--- src/rtl/pipeline_pkg.sv ---
// rtl/pipeline_pkg.sv - shared types and default sizes for mem_port_arbiter
//
// Purpose: arbiter FSM state enum, requester grant enum, default widths and
//          the default memory-wait timeout.
// Ports:   none (package).

package pipeline_pkg;

  localparam int DEF_ADDR_W  = 32;
  localparam int DEF_DATA_W  = 32;
  localparam int DEF_TIMEOUT = 16;

  typedef enum logic [1:0] {
    IDLE = 2'd0,
    BUSY = 2'd1,
    RESP = 2'd2
  } state_e;

  typedef enum logic {
    FETCH = 1'b0,
    DATA  = 1'b1
  } grant_e;

endpackage

--- src/rtl/mem_port_arbiter_if.sv ---
// rtl/mem_port_arbiter_if.sv - requester and memory signal bundle for mem_port_arbiter
//
// Purpose: groups the fetch port, data port, shared memory port and status
//          signals of the arbiter.
// Ports:   slave  - arbiter view (requests/memory responses in, acks/memory
//                   requests out)
//          master - environment view (the opposite directions)

interface mem_port_arbiter_if
  import pipeline_pkg::*;
#(
  parameter int ADDR_W = DEF_ADDR_W,
  parameter int DATA_W = DEF_DATA_W
);

  logic              if_req;
  logic [ADDR_W-1:0] if_addr;
  logic              if_ack;
  logic [DATA_W-1:0] if_rdata;

  logic              d_req;
  logic              d_we;
  logic [ADDR_W-1:0] d_addr;
  logic [DATA_W-1:0] d_wdata;
  logic              d_ack;
  logic [DATA_W-1:0] d_rdata;

  logic              err;
  logic              stall;

  logic              mem_req;
  logic              mem_we;
  logic [ADDR_W-1:0] mem_addr;
  logic [DATA_W-1:0] mem_wdata;
  logic [DATA_W-1:0] mem_rdata;
  logic              mem_ack;

  modport slave (
    input  if_req, if_addr, d_req, d_we, d_addr, d_wdata, mem_rdata, mem_ack,
    output if_ack, if_rdata, d_ack, d_rdata, err, stall,
           mem_req, mem_we, mem_addr, mem_wdata
  );

  modport master (
    output if_req, if_addr, d_req, d_we, d_addr, d_wdata, mem_rdata, mem_ack,
    input  if_ack, if_rdata, d_ack, d_rdata, err, stall,
           mem_req, mem_we, mem_addr, mem_wdata
  );

endinterface

--- src/rtl/rr_arbiter2.sv ---
// rtl/rr_arbiter2.sv - two-way round-robin selector between fetch and data
//
// Purpose: picks the single pending requester, or on contention the one that
//          was not granted last.
// Ports:   i_req_f      fetch request
//          i_req_d      data request
//          i_last_grant requester granted most recently
//          o_grant      one-hot grant, bit0 = fetch, bit1 = data

module rr_arbiter2
  import pipeline_pkg::*;
(
  input  logic       i_req_f,
  input  logic       i_req_d,
  input  grant_e     i_last_grant,
  output logic [1:0] o_grant
);

  always_comb begin
    o_grant = 2'b00;
    if (i_req_f && i_req_d) begin
      o_grant = (i_last_grant == FETCH) ? 2'b10 : 2'b01;
    end else if (i_req_d) begin
      o_grant = 2'b10;
    end else if (i_req_f) begin
      o_grant = 2'b01;
    end
  end

endmodule

--- src/rtl/mem_port_arbiter.sv ---
// rtl/mem_port_arbiter.sv - shares one memory port between a fetch and a data requester
//
// Purpose: IDLE/BUSY/RESP arbiter. IDLE samples requests and launches a
//          registered memory access, BUSY waits for mem_ack (bounded by
//          TIMEOUT), RESP pulses the winner's ack for one cycle.
// Ports:   clk   - clock, rising edge
//          rst_n - asynchronous active-low reset
//          bus   - mem_port_arbiter_if.slave: fetch port (if_*), data port
//                  (d_*), memory port (mem_*), err and stall

module mem_port_arbiter
  import pipeline_pkg::*;
#(
  parameter int ADDR_W  = DEF_ADDR_W,
  parameter int DATA_W  = DEF_DATA_W,
  parameter int TIMEOUT = DEF_TIMEOUT
) (
  input logic                clk,
  input logic                rst_n,
  mem_port_arbiter_if.slave  bus
);

  localparam logic [7:0] TIMEOUT_M1 = 8'(TIMEOUT - 1);

  state_e            r_state;
  state_e            w_next_state;
  grant_e            r_grant;
  grant_e            r_last_grant;
  logic [7:0]        r_wait_cnt;
  logic              r_mem_req;
  logic              r_mem_we;
  logic [ADDR_W-1:0] r_mem_addr;
  logic [DATA_W-1:0] r_mem_wdata;
  logic [DATA_W-1:0] r_rdata;
  logic              r_err;

  logic [1:0]        w_grant;
  logic              w_sel_data;
  logic              w_start;
  logic              w_complete;
  logic              w_timeout;
  logic              w_if_ack;
  logic              w_d_ack;

  rr_arbiter2 u_rr (
    .i_req_f      (bus.if_req),
    .i_req_d      (bus.d_req),
    .i_last_grant (r_last_grant),
    .o_grant      (w_grant)
  );

  assign w_sel_data = (w_grant == 2'b10);

  always_ff @(posedge clk or negedge rst_n) begin
    if (!rst_n) begin
      r_state <= IDLE;
    end else begin
      r_state <= w_next_state;
    end
  end

  // mem_ack takes priority over the timeout check so a response landing in
  // the last allowed cycle is still delivered as good data.
  always_comb begin
    w_next_state = r_state;
    w_start      = 1'b0;
    w_complete   = 1'b0;
    w_timeout    = 1'b0;
    case (r_state)
      IDLE: begin
        if (bus.if_req || bus.d_req) begin
          w_start      = 1'b1;
          w_next_state = BUSY;
        end
      end
      BUSY: begin
        if (bus.mem_ack) begin
          w_complete   = 1'b1;
          w_next_state = RESP;
        end else if (r_wait_cnt == TIMEOUT_M1) begin
          w_timeout    = 1'b1;
          w_next_state = RESP;
        end
      end
      RESP: begin
        w_next_state = IDLE;
      end
      default: begin
        w_next_state = IDLE;
      end
    endcase
  end

  // A timed-out access still counts as a grant, so a dead target cannot let
  // one requester starve the other.
  always_ff @(posedge clk or negedge rst_n) begin
    if (!rst_n) begin
      r_grant      <= FETCH;
      r_last_grant <= FETCH;
      r_wait_cnt   <= '0;
      r_mem_req    <= 1'b0;
      r_mem_we     <= 1'b0;
      r_mem_addr   <= '0;
      r_mem_wdata  <= '0;
      r_rdata      <= '0;
      r_err        <= 1'b0;
    end else if (w_start) begin
      r_grant     <= w_sel_data ? DATA : FETCH;
      r_wait_cnt  <= '0;
      r_mem_req   <= 1'b1;
      r_mem_we    <= w_sel_data & bus.d_we;
      r_mem_addr  <= w_sel_data ? (bus.d_addr >> 2) : (bus.if_addr >> 2);
      r_mem_wdata <= w_sel_data ? bus.d_wdata : '0;
    end else if (w_complete) begin
      r_mem_req    <= 1'b0;
      r_rdata      <= r_mem_we ? '0 : bus.mem_rdata;
      r_err        <= 1'b0;
      r_last_grant <= r_grant;
    end else if (w_timeout) begin
      r_mem_req    <= 1'b0;
      r_rdata      <= '0;
      r_err        <= 1'b1;
      r_last_grant <= r_grant;
    end else if (r_state == BUSY) begin
      r_wait_cnt <= r_wait_cnt + 8'd1;
    end
  end

  assign w_if_ack = (r_state == RESP) && (r_grant == FETCH);
  assign w_d_ack  = (r_state == RESP) && (r_grant == DATA);

  assign bus.if_ack    = w_if_ack;
  assign bus.d_ack     = w_d_ack;
  assign bus.if_rdata  = r_rdata;
  assign bus.d_rdata   = r_rdata;
  assign bus.err       = (r_state == RESP) && r_err;
  assign bus.stall     = (bus.if_req && !w_if_ack) || (bus.d_req && !w_d_ack);
  assign bus.mem_req   = r_mem_req;
  assign bus.mem_we    = r_mem_we;
  assign bus.mem_addr  = r_mem_addr;
  assign bus.mem_wdata = r_mem_wdata;

endmodule

--- src/flat_wrapper.sv ---
// flat-port wrapper written by rule: the top's interface ports become plain ports
module mem_port_arbiter_flat import pipeline_pkg::*;
#(
  parameter int ADDR_W  = DEF_ADDR_W,
  parameter int DATA_W  = DEF_DATA_W,
  parameter int TIMEOUT = DEF_TIMEOUT
)
  (clk, rst_n, bus_if_req, bus_if_addr, bus_d_req, bus_d_we, bus_d_addr, bus_d_wdata, bus_mem_rdata, bus_mem_ack, bus_if_ack, bus_if_rdata, bus_d_ack, bus_d_rdata, bus_err, bus_stall, bus_mem_req, bus_mem_we, bus_mem_addr, bus_mem_wdata);
  mem_port_arbiter_if #(.ADDR_W(ADDR_W), .DATA_W(DATA_W)) bus_i ();
  input logic clk;
  input logic rst_n;
  input wire logic [$bits(bus_i.if_req)-1:0] bus_if_req;
  input wire logic [$bits(bus_i.if_addr)-1:0] bus_if_addr;
  input wire logic [$bits(bus_i.d_req)-1:0] bus_d_req;
  input wire logic [$bits(bus_i.d_we)-1:0] bus_d_we;
  input wire logic [$bits(bus_i.d_addr)-1:0] bus_d_addr;
  input wire logic [$bits(bus_i.d_wdata)-1:0] bus_d_wdata;
  input wire logic [$bits(bus_i.mem_rdata)-1:0] bus_mem_rdata;
  input wire logic [$bits(bus_i.mem_ack)-1:0] bus_mem_ack;
  output wire logic [$bits(bus_i.if_ack)-1:0] bus_if_ack;
  output wire logic [$bits(bus_i.if_rdata)-1:0] bus_if_rdata;
  output wire logic [$bits(bus_i.d_ack)-1:0] bus_d_ack;
  output wire logic [$bits(bus_i.d_rdata)-1:0] bus_d_rdata;
  output wire logic [$bits(bus_i.err)-1:0] bus_err;
  output wire logic [$bits(bus_i.stall)-1:0] bus_stall;
  output wire logic [$bits(bus_i.mem_req)-1:0] bus_mem_req;
  output wire logic [$bits(bus_i.mem_we)-1:0] bus_mem_we;
  output wire logic [$bits(bus_i.mem_addr)-1:0] bus_mem_addr;
  output wire logic [$bits(bus_i.mem_wdata)-1:0] bus_mem_wdata;
  assign bus_i.if_req = bus_if_req;
  assign bus_i.if_addr = bus_if_addr;
  assign bus_i.d_req = bus_d_req;
  assign bus_i.d_we = bus_d_we;
  assign bus_i.d_addr = bus_d_addr;
  assign bus_i.d_wdata = bus_d_wdata;
  assign bus_i.mem_rdata = bus_mem_rdata;
  assign bus_i.mem_ack = bus_mem_ack;
  assign bus_if_ack = bus_i.if_ack;
  assign bus_if_rdata = bus_i.if_rdata;
  assign bus_d_ack = bus_i.d_ack;
  assign bus_d_rdata = bus_i.d_rdata;
  assign bus_err = bus_i.err;
  assign bus_stall = bus_i.stall;
  assign bus_mem_req = bus_i.mem_req;
  assign bus_mem_we = bus_i.mem_we;
  assign bus_mem_addr = bus_i.mem_addr;
  assign bus_mem_wdata = bus_i.mem_wdata;
  mem_port_arbiter #(.ADDR_W(ADDR_W), .DATA_W(DATA_W), .TIMEOUT(TIMEOUT)) u_core (.clk(clk), .rst_n(rst_n), .bus(bus_i));
endmodule
--- config.mk ---
export PLATFORM = sky130hd
export DESIGN_NAME = mem_port_arbiter_flat
export DESIGN_NICKNAME = d
export VERILOG_FILES = /design/src/rtl/pipeline_pkg.sv /design/src/rtl/mem_port_arbiter_if.sv /design/src/rtl/rr_arbiter2.sv /design/src/rtl/mem_port_arbiter.sv /design/src/flat_wrapper.sv
export SDC_FILE = /design/constraint.sdc
export NUM_CORES = 1
export LEC_CHECK = 0
export ABC_AREA = 1
export CAP_MARGIN = 15
export CELL_PAD_IN_SITES_DETAIL_PLACEMENT = 0
export CELL_PAD_IN_SITES_GLOBAL_PLACEMENT = 1
export CORE_UTILIZATION = 25
export CTS_CLUSTER_DIAMETER = 60
export DETAILED_ROUTE_END_ITERATION = 10
export GPL_TIMING_DRIVEN = 0
export PLACE_DENSITY = 0.83
export SLEW_MARGIN = 25
export SYNTH_ARGS = -nofsm -noshare
export SYNTH_HDL_FRONTEND = slang
export SYNTH_SLANG_ARGS = --single-unit
--- constraint.sdc ---
create_clock -name clk -period 1.3 [get_ports clk]
set_input_delay 0.13 -clock clk [delete_from_list [all_inputs] [get_ports clk]]
set_output_delay 0.13 -clock clk [all_outputs]
set_load 0.1 [all_outputs]
==> metrics.md, run 1 <==
| Metric | Value |
|---|---|
| Initial Utilization | `0.255` |
| # clock sinks | `~110` |
| Num CTS Buffers | `9` |
| Setup crit start kind | `flip-flop` |
| Wire length per cell | `between 15 and 20 um` |
| Final WS setup | `-0.186 ns` |
| # setup viols final | `98` |
| Reg2reg path depth | `7` |
| Synth area leaders | `dfrtp_1 (55%), nand2_1 (12%), nand3_1 (7.5%)` |
| Post-route ant nets | `0` |
| Die Ht | `~140 um` |
| Vias in the first global route | `~5000` |
| Levels on crit path | `5` |
| Layout cells sized above 1 | `0.482` |
| Syn_area_per_cell | `~8.6 um^2` |
| Min Hold Slack | `slightly above 0.3 ns` |
| Row cnt | `51` |
| Residual DRC count | `0` |
| Hold violation count in the final report | `0` |
| Slew @ Worst Pin | `0.519 ns` |
| Die X | `around 140 um` |
| Tightest Hold Check Type | `primary input to asynchronous set/reset pin` |
| Initial antenna violation count | `0` |
| First-pass detailed-route iteration total | `4` |
| Syn Std Cell Area | `4960 um^2` |
| # IOs | `about 270` |
| H-tree depth | `3` |
| Yosys top cell by area | `dfrtp_1` |
| Vias | `5073` |
| CP bufs+invs | `2` |
| Buffers added on ports | `between 200 and 300` |
| CTS max path bufs | `2` |
| Failing checks | `setup timing` |
| Root buffer cell | `clkbuf_16` |
| Run status | `finished, violations left` |
| Worst-Skew Late Latency | `~0.36 ns` |
| Cell Chain, Critical Path | `inv_2, nand2_4, o21ai_4, o21ai_4, buf_12` |
| Rel. slew slack | `0.654` |
| Die Area | `about 20000 um^2` |
| CP max stage delay | `between 0.4 and 0.5 ns` |
| Total of max-cap violations | `0` |
| GRT Residual Overflow | `0` |
| Antenna diode count | `0` |
| Ys Warns | `0` |
| TNS Setup | `-7.48 ns` |
| Setup Skew | `0.0115 ns` |
| First-pass GRT wire length | `between 20000 and 30000 um` |
| Crit path DAT | `1.36 ns` |
| CP max FO | `4` |
| CTS tree | `yes` |
| Routability cong. | `0.770` |
| GRT Util Overall | `0.177` |
| Area delta synth->final | `88.3%` |
| Core Util, Final | `0.479` |
| DR vias/cell | `~4.4` |
| Most Frequent Cell on Critical Path | `o21ai_4` |
| WS Path Type | `flip-flop to output port` |
| Final wirelength | `about 18000 um` |
| Core area | `between 15000 and 20000 um^2` |
| Period minus WS final | `1.49 ns` |
| Gate Count Post-Synth | `577` |
| DRT iter0 DRCs | `between 100 and 150` |
| Delay-heaviest family, CP | `flip-flops` |
| Register area share after synthesis | `0.550` |
| HPWL Detailed | `approximately 13000 um` |
| Top cell type's share of synthesized area | `0.550` |
| Crit. End Element | `output port` |
| Max-slew violation count | `0` |
| Unrepaired setup endpoints after global routing | `true` |
| Count of cell types in the netlist | `27` |
| Data required, critical path | `around 1.2 ns` |
| Final cycle utilization of the critical path | `1.14` |
| Fmax | `673 MHz` |
| Worst-path clk slew | `about 0.080 ns` |
| Critical-path top delay cell | `dfrtp_2` |
| Pin count of the biggest net entering global routing | `59` |
| Seq cells post-synth | `109` |
| Final #Nets | `just over 1000` |
[worst reg2reg max path, cell delays in order, from the launching register on]
cell     delay [ns]
dfrtp_1        0.44
inv_1          0.13
nand2_1        0.18
nor2_4         0.18
nand2_4        0.11
nand3_4        0.11
buf_6          0.14
o21ai_1        0.06
[synth_stat cells]
library cell / number
a21oi_4: 1
buf_2: 19
buf_4: 34
buf_6: 2
clkbuf_1: 15
conb_1: 1
dfrtp_1: 109
ha_1: 1
inv_1: 10
inv_2: 3
nand2_1: 154
nand2_2: 1
nand2_4: 1
nand3_1: 74
nand3_2: 1
nand3_4: 1
nand4_1: 2
nor2_1: 39
nor2_2: 1
nor3_1: 1
o21ai_0: 60
o21ai_1: 41
o21ai_2: 2
o21bai_1: 1
or2_0: 1
xnor2_1: 1
xor2_1: 1
[sequential cells by signal (all words and copies together), names as in the netlist]
register / flops
u_core.r_err: 1
u_core.bus.mem_addr: 30
u_core.bus.mem_wdata: 32
u_core.bus.mem_req: 1
u_core.bus.d_rdata: 32
u_core.r_wait_cnt: 8
u_core.r_state: 2
u_core.r_grant: 1
u_core.r_last_grant: 1
u_core.bus.mem_we: 1
[cell type report]
type	count	area, um^2
inverters	13	63.8
fillers	1857	10100
multi-input cells	387	2320
clock inverters	7	103
repair buffers	294	2860
clock buffers	9	225
repair inverters	1	8.76
well taps	265	332
flip-flops and latches	109	2780
plain buffers	70	649
[layout by cell type (no fill, tap or decap), drive strengths merged, types with 4 or more instances in the layout]
cell type      Yosys  layout
o21ai            103     103
buf               55     182
clkbuf            15      62
inv               13      16
clkdlybuf4s50      0     128
dfrtp            109     109
nor2              40      40
nand3             76      76
clkinv             0       4
nand2            156     157
[routing by layer]
metal | wire length (um) | vias up | GRT usage
met5 | 0 | - | 0
met4 | 145 | 0 | 0.0340
met3 | 1380 | 10 | 0.0580
met2 | 9360 | 187 | 0.310
met1 | 7450 | 2396 | 0.212
li1 | - | 2480 | -
[final timing paths]
kind / slack, ns / startpoint / end
worst max-delay path: -0.19 / u_core.r_state[0] / bus_stall
worst min-delay path: 0.31 / rst_n / u_core.bus.d_rdata[8]
worst max register to register: -0.15 / u_core.r_state[1] / u_core.r_wait_cnt[2]
worst min register to register: 0.49 / u_core.bus.mem_addr[29] / u_core.bus.mem_addr[29]
max in group asynchronous: 0.30 / rst_n / u_core.bus.mem_we
min in group clk: 0.31 / bus_d_wdata[26] / u_core.bus.mem_wdata[26]
[cell families (layout without fill, tap and decap cells)]
family,Yosys count,in the layout,share of synthesized area
compound gates,105,105,0.110
fa+ha+maj,1,1,0.00252
flops,109,109,0.550
other cells,1,2,0.000757
simple gates,276,277,0.236
buf+inv,83,394,0.0964
xor+xnor,2,2,0.00354
[through the flow]
step | cell area, um^2 | instances | setup WS (ns)
after floorplan | 5060 | 578 | -0.258
after CTS | 8650 | 1144 | -0.183
after global routing | 9330 | 1155 | -0.248
final | 9330 | 1155 | -0.186
after global placement | 8000 | 1104 | -5.24
after detailed placement | 8030 | 1105 | -0.965
[repair_timing]
action / in CTS / in global routing
endpoints found under the hold margin: 51 / 0
endpoints found under the setup margin: 237 / 155
pin swaps: 35 / 15
setup buffers: 11 / 10
gates resized for setup: 946 / 179
gates cloned: 11 / 5
hold buffers: 1 / 0
Power of run 1 is left out: the tool's default activity adds up to more than one toggle a clock period on the data nets, which glitch-free logic cannot reach.
==> inputs of run 2 (changes only) <==
--- a/config.mk
+++ b/config.mk
@@ -14,6 +14,7 @@
 export DETAILED_ROUTE_END_ITERATION = 10
 export GPL_TIMING_DRIVEN = 0
 export PLACE_DENSITY = 0.83
+export SETUP_SLACK_MARGIN = 0.5
 export SLEW_MARGIN = 25
 export SYNTH_ARGS = -nofsm -noshare
 export SYNTH_HDL_FRONTEND = slang
==> metrics.md, run 2 (synthesis gave the netlist of run 1 again) <==
| Metric | Value |
|---|---|
| Run status | `finished, violations left` |
| Failing checks | `hold timing, setup timing` |
| HPWL Detailed | `12900 um (+2.5%)` |
| Critical-path top delay cell | `dfrtp_2` |
| Die Ht | `143 um (unchanged)` |
| Reg2reg end | `u_core.r_wait_cnt[3]` |
| Final #Nets | `1045 (+2.5%)` |
| First-pass GRT wire length | `29100 um (+5.8%)` |
| Worst-Skew Late Latency | `0.35 ns (about the same)` |
| CP max stage delay | `0.43 ns (-0.02 ns)` |
| Hold violation count in the final report | `47 (+47)` |
| Initial Utilization | `0.255 (unchanged)` |
| Die X | `143 um (unchanged)` |
| Vias | `5201 (+2.5%)` |
| Storage cell area | `2940 um^2 (+5.8%)` |
| Pin count of the biggest net entering global routing | `63 (+6.8%)` |
| CTS tree | `yes` |
| WS Path Type | `flip-flop to output port` |
| GRT Residual Overflow | `0 (unchanged)` |
| Wire length per cell | `15.9 um (-0.10%)` |
| GRT Util Overall | `0.186 (+0.00882)` |
| Unrepaired setup endpoints after global routing | `true` |
| Area after DPL | `8860 um^2 (+10%)` |
| Setup Skew | `0.00983 ns (-0.00172 ns)` |
| Post-route cell area | `10900 um^2 (+17%)` |
| Total of max-cap violations | `0 (unchanged)` |
| Vias in the first global route | `5354 (+7.6%)` |
| Core Util, Final | `0.562 (+0.0824)` |
| DRT iter0 DRCs | `139 (unchanged)` |
| Die Area | `20400 um^2 (unchanged)` |
| Initial antenna violation count | `1 (+1)` |
| Row cnt | `51 (unchanged)` |
| Root buffer cell | `clkbuf_16` |
| DR vias/cell | `4.40 (+0.27%)` |
| Data required, critical path | `1.17 ns (about the same)` |
| Crit. End Element | `output port` |
| Residual DRC count | `0 (unchanged)` |
| Max-slew violation count | `0 (unchanged)` |
| Tightest Hold Check Type | `primary input to asynchronous set/reset pin` |
| Area delta synth->final | `121%` |
| Commonest non-fill, non-tap cell in the layout | `nand2_1` |
| CP bufs+invs | `2 (unchanged)` |
| FILL cells | `1629 (-12%)` |
| Final WS setup | `-0.179 ns (+0.00722 ns)` |
| Final wirelength | `18700 um (+2.1%)` |
| Period minus WS final | `1.48 ns (-0.00722 ns)` |
| Setup crit start kind | `flip-flop` |
| Worst R2R Setup Slack | `-0.13 ns (+0.02 ns)` |
| Fmax | `676 MHz (+0.49%)` |
| Min Hold Slack | `-0.321 ns (-0.627 ns)` |
| Post-route ant nets | `0 (unchanged)` |
| Most frequent cells in the layout | `nand2_1 (147), buf_12 (139), clkdlybuf4s50_1 (127)` |
| Cell Chain, Critical Path | `inv_2, nand2_4, nor2_4, o21ai_4, buf_12` |
| # IOs | `268 (unchanged)` |
| Routability cong. | `0.751 (-2.4%)` |
| Buffers added on ports | `261 (unchanged)` |
| Worst-path clk slew | `0.07 ns (about the same)` |
| Final cycle utilization of the critical path | `1.14 (-0.00555)` |
| Num CTS Buffers | `9 (unchanged)` |
| Footprint of the multi-input gates | `2070 um^2 (-11%)` |
| Levels on crit path | `5 (unchanged)` |
| # setup viols final | `101 (+3.1%)` |
| Delay-heaviest family, CP | `flip-flops` |
| CTS max path bufs | `2 (unchanged)` |
| Reg2reg path depth | `8 (+1)` |
| Core area | `19500 um^2 (unchanged)` |
| H-tree depth | `3 (unchanged)` |
| # clock sinks | `109 (unchanged)` |
| CP max FO | `4 (unchanged)` |
| Crit path DAT | `1.35 ns (about the same)` |
| Layout cells sized above 1 | `0.490 (+0.00760)` |
| Worst reg2reg startpoint | `u_core.r_state[0]` |
| First-pass detailed-route iteration total | `4 (unchanged)` |
-- run 2: worst register-to-register path, delay by kind of cell (launching register included) --
family | cells | cell delay (ns)
buffers and inverters | 2 | 0.34
DFF | 1 | 0.43
and+or+nand+nor | 6 | 0.56
-- run 2: repair_timing --
item / in CTS / in global routing
pin swaps: 4 / 8
cloned: 0 / 4
hold endpoints to repair: 47 / 47
buffers inserted: 31 / 24
gates resized for setup: 1143 / 48
endpoints found under the setup margin: 241 / 241
-- run 2: worst max path at each step --
| stage | endpoint | slack (ns) | from |
|---|---|---|---|
| after floorplan | bus_stall | -0.25 | u_core.r_state[0] |
| after global routing | bus_stall | -0.24 | u_core.r_state[0] |
| after detailed placement | bus_stall | -1.08 | bus_if_req |
| final | bus_stall | -0.18 | u_core.r_state[0] |
| after CTS | bus_stall | -0.19 | u_core.r_state[0] |
| after global placement | u_core.bus.mem_we | -5.32 | rst_n |
-- run 2: final cells by class --
cell class,instances,share of cell area
Buffer,70,0.0897
Antenna cell,1,0.000229
Multi-Input combinational cell,386,0.190
Clock buffer,11,0.0222
Sequential cell,109,0.269
Inverter,13,0.00492
Timing Repair Buffer,321,0.388
Tap cell,265,0.0303
Clock inverter,5,0.00618
-- run 2: layer usage --
metal,track usage,wire [um]
met3,0.0567,1510
met5,0,0
met2,0.326,9400
met1,0.216,7540
met4,0.0589,282
-- run 2: stage by stage --
step	setup WS (ns)	TNS (ns)	std cells
2_1_floorplan	-0.248	-0.517	578
3_3_place_gp	-5.32	-638.92	1104
3_5_place_dp	-1.08	-95.20	1105
4_1_cts	-0.193	-10.78	1152
5_1_grt	-0.241	-13.66	1180
6_report	-0.179	-4.76	1181
Power of run 2 is left out for the same reason.
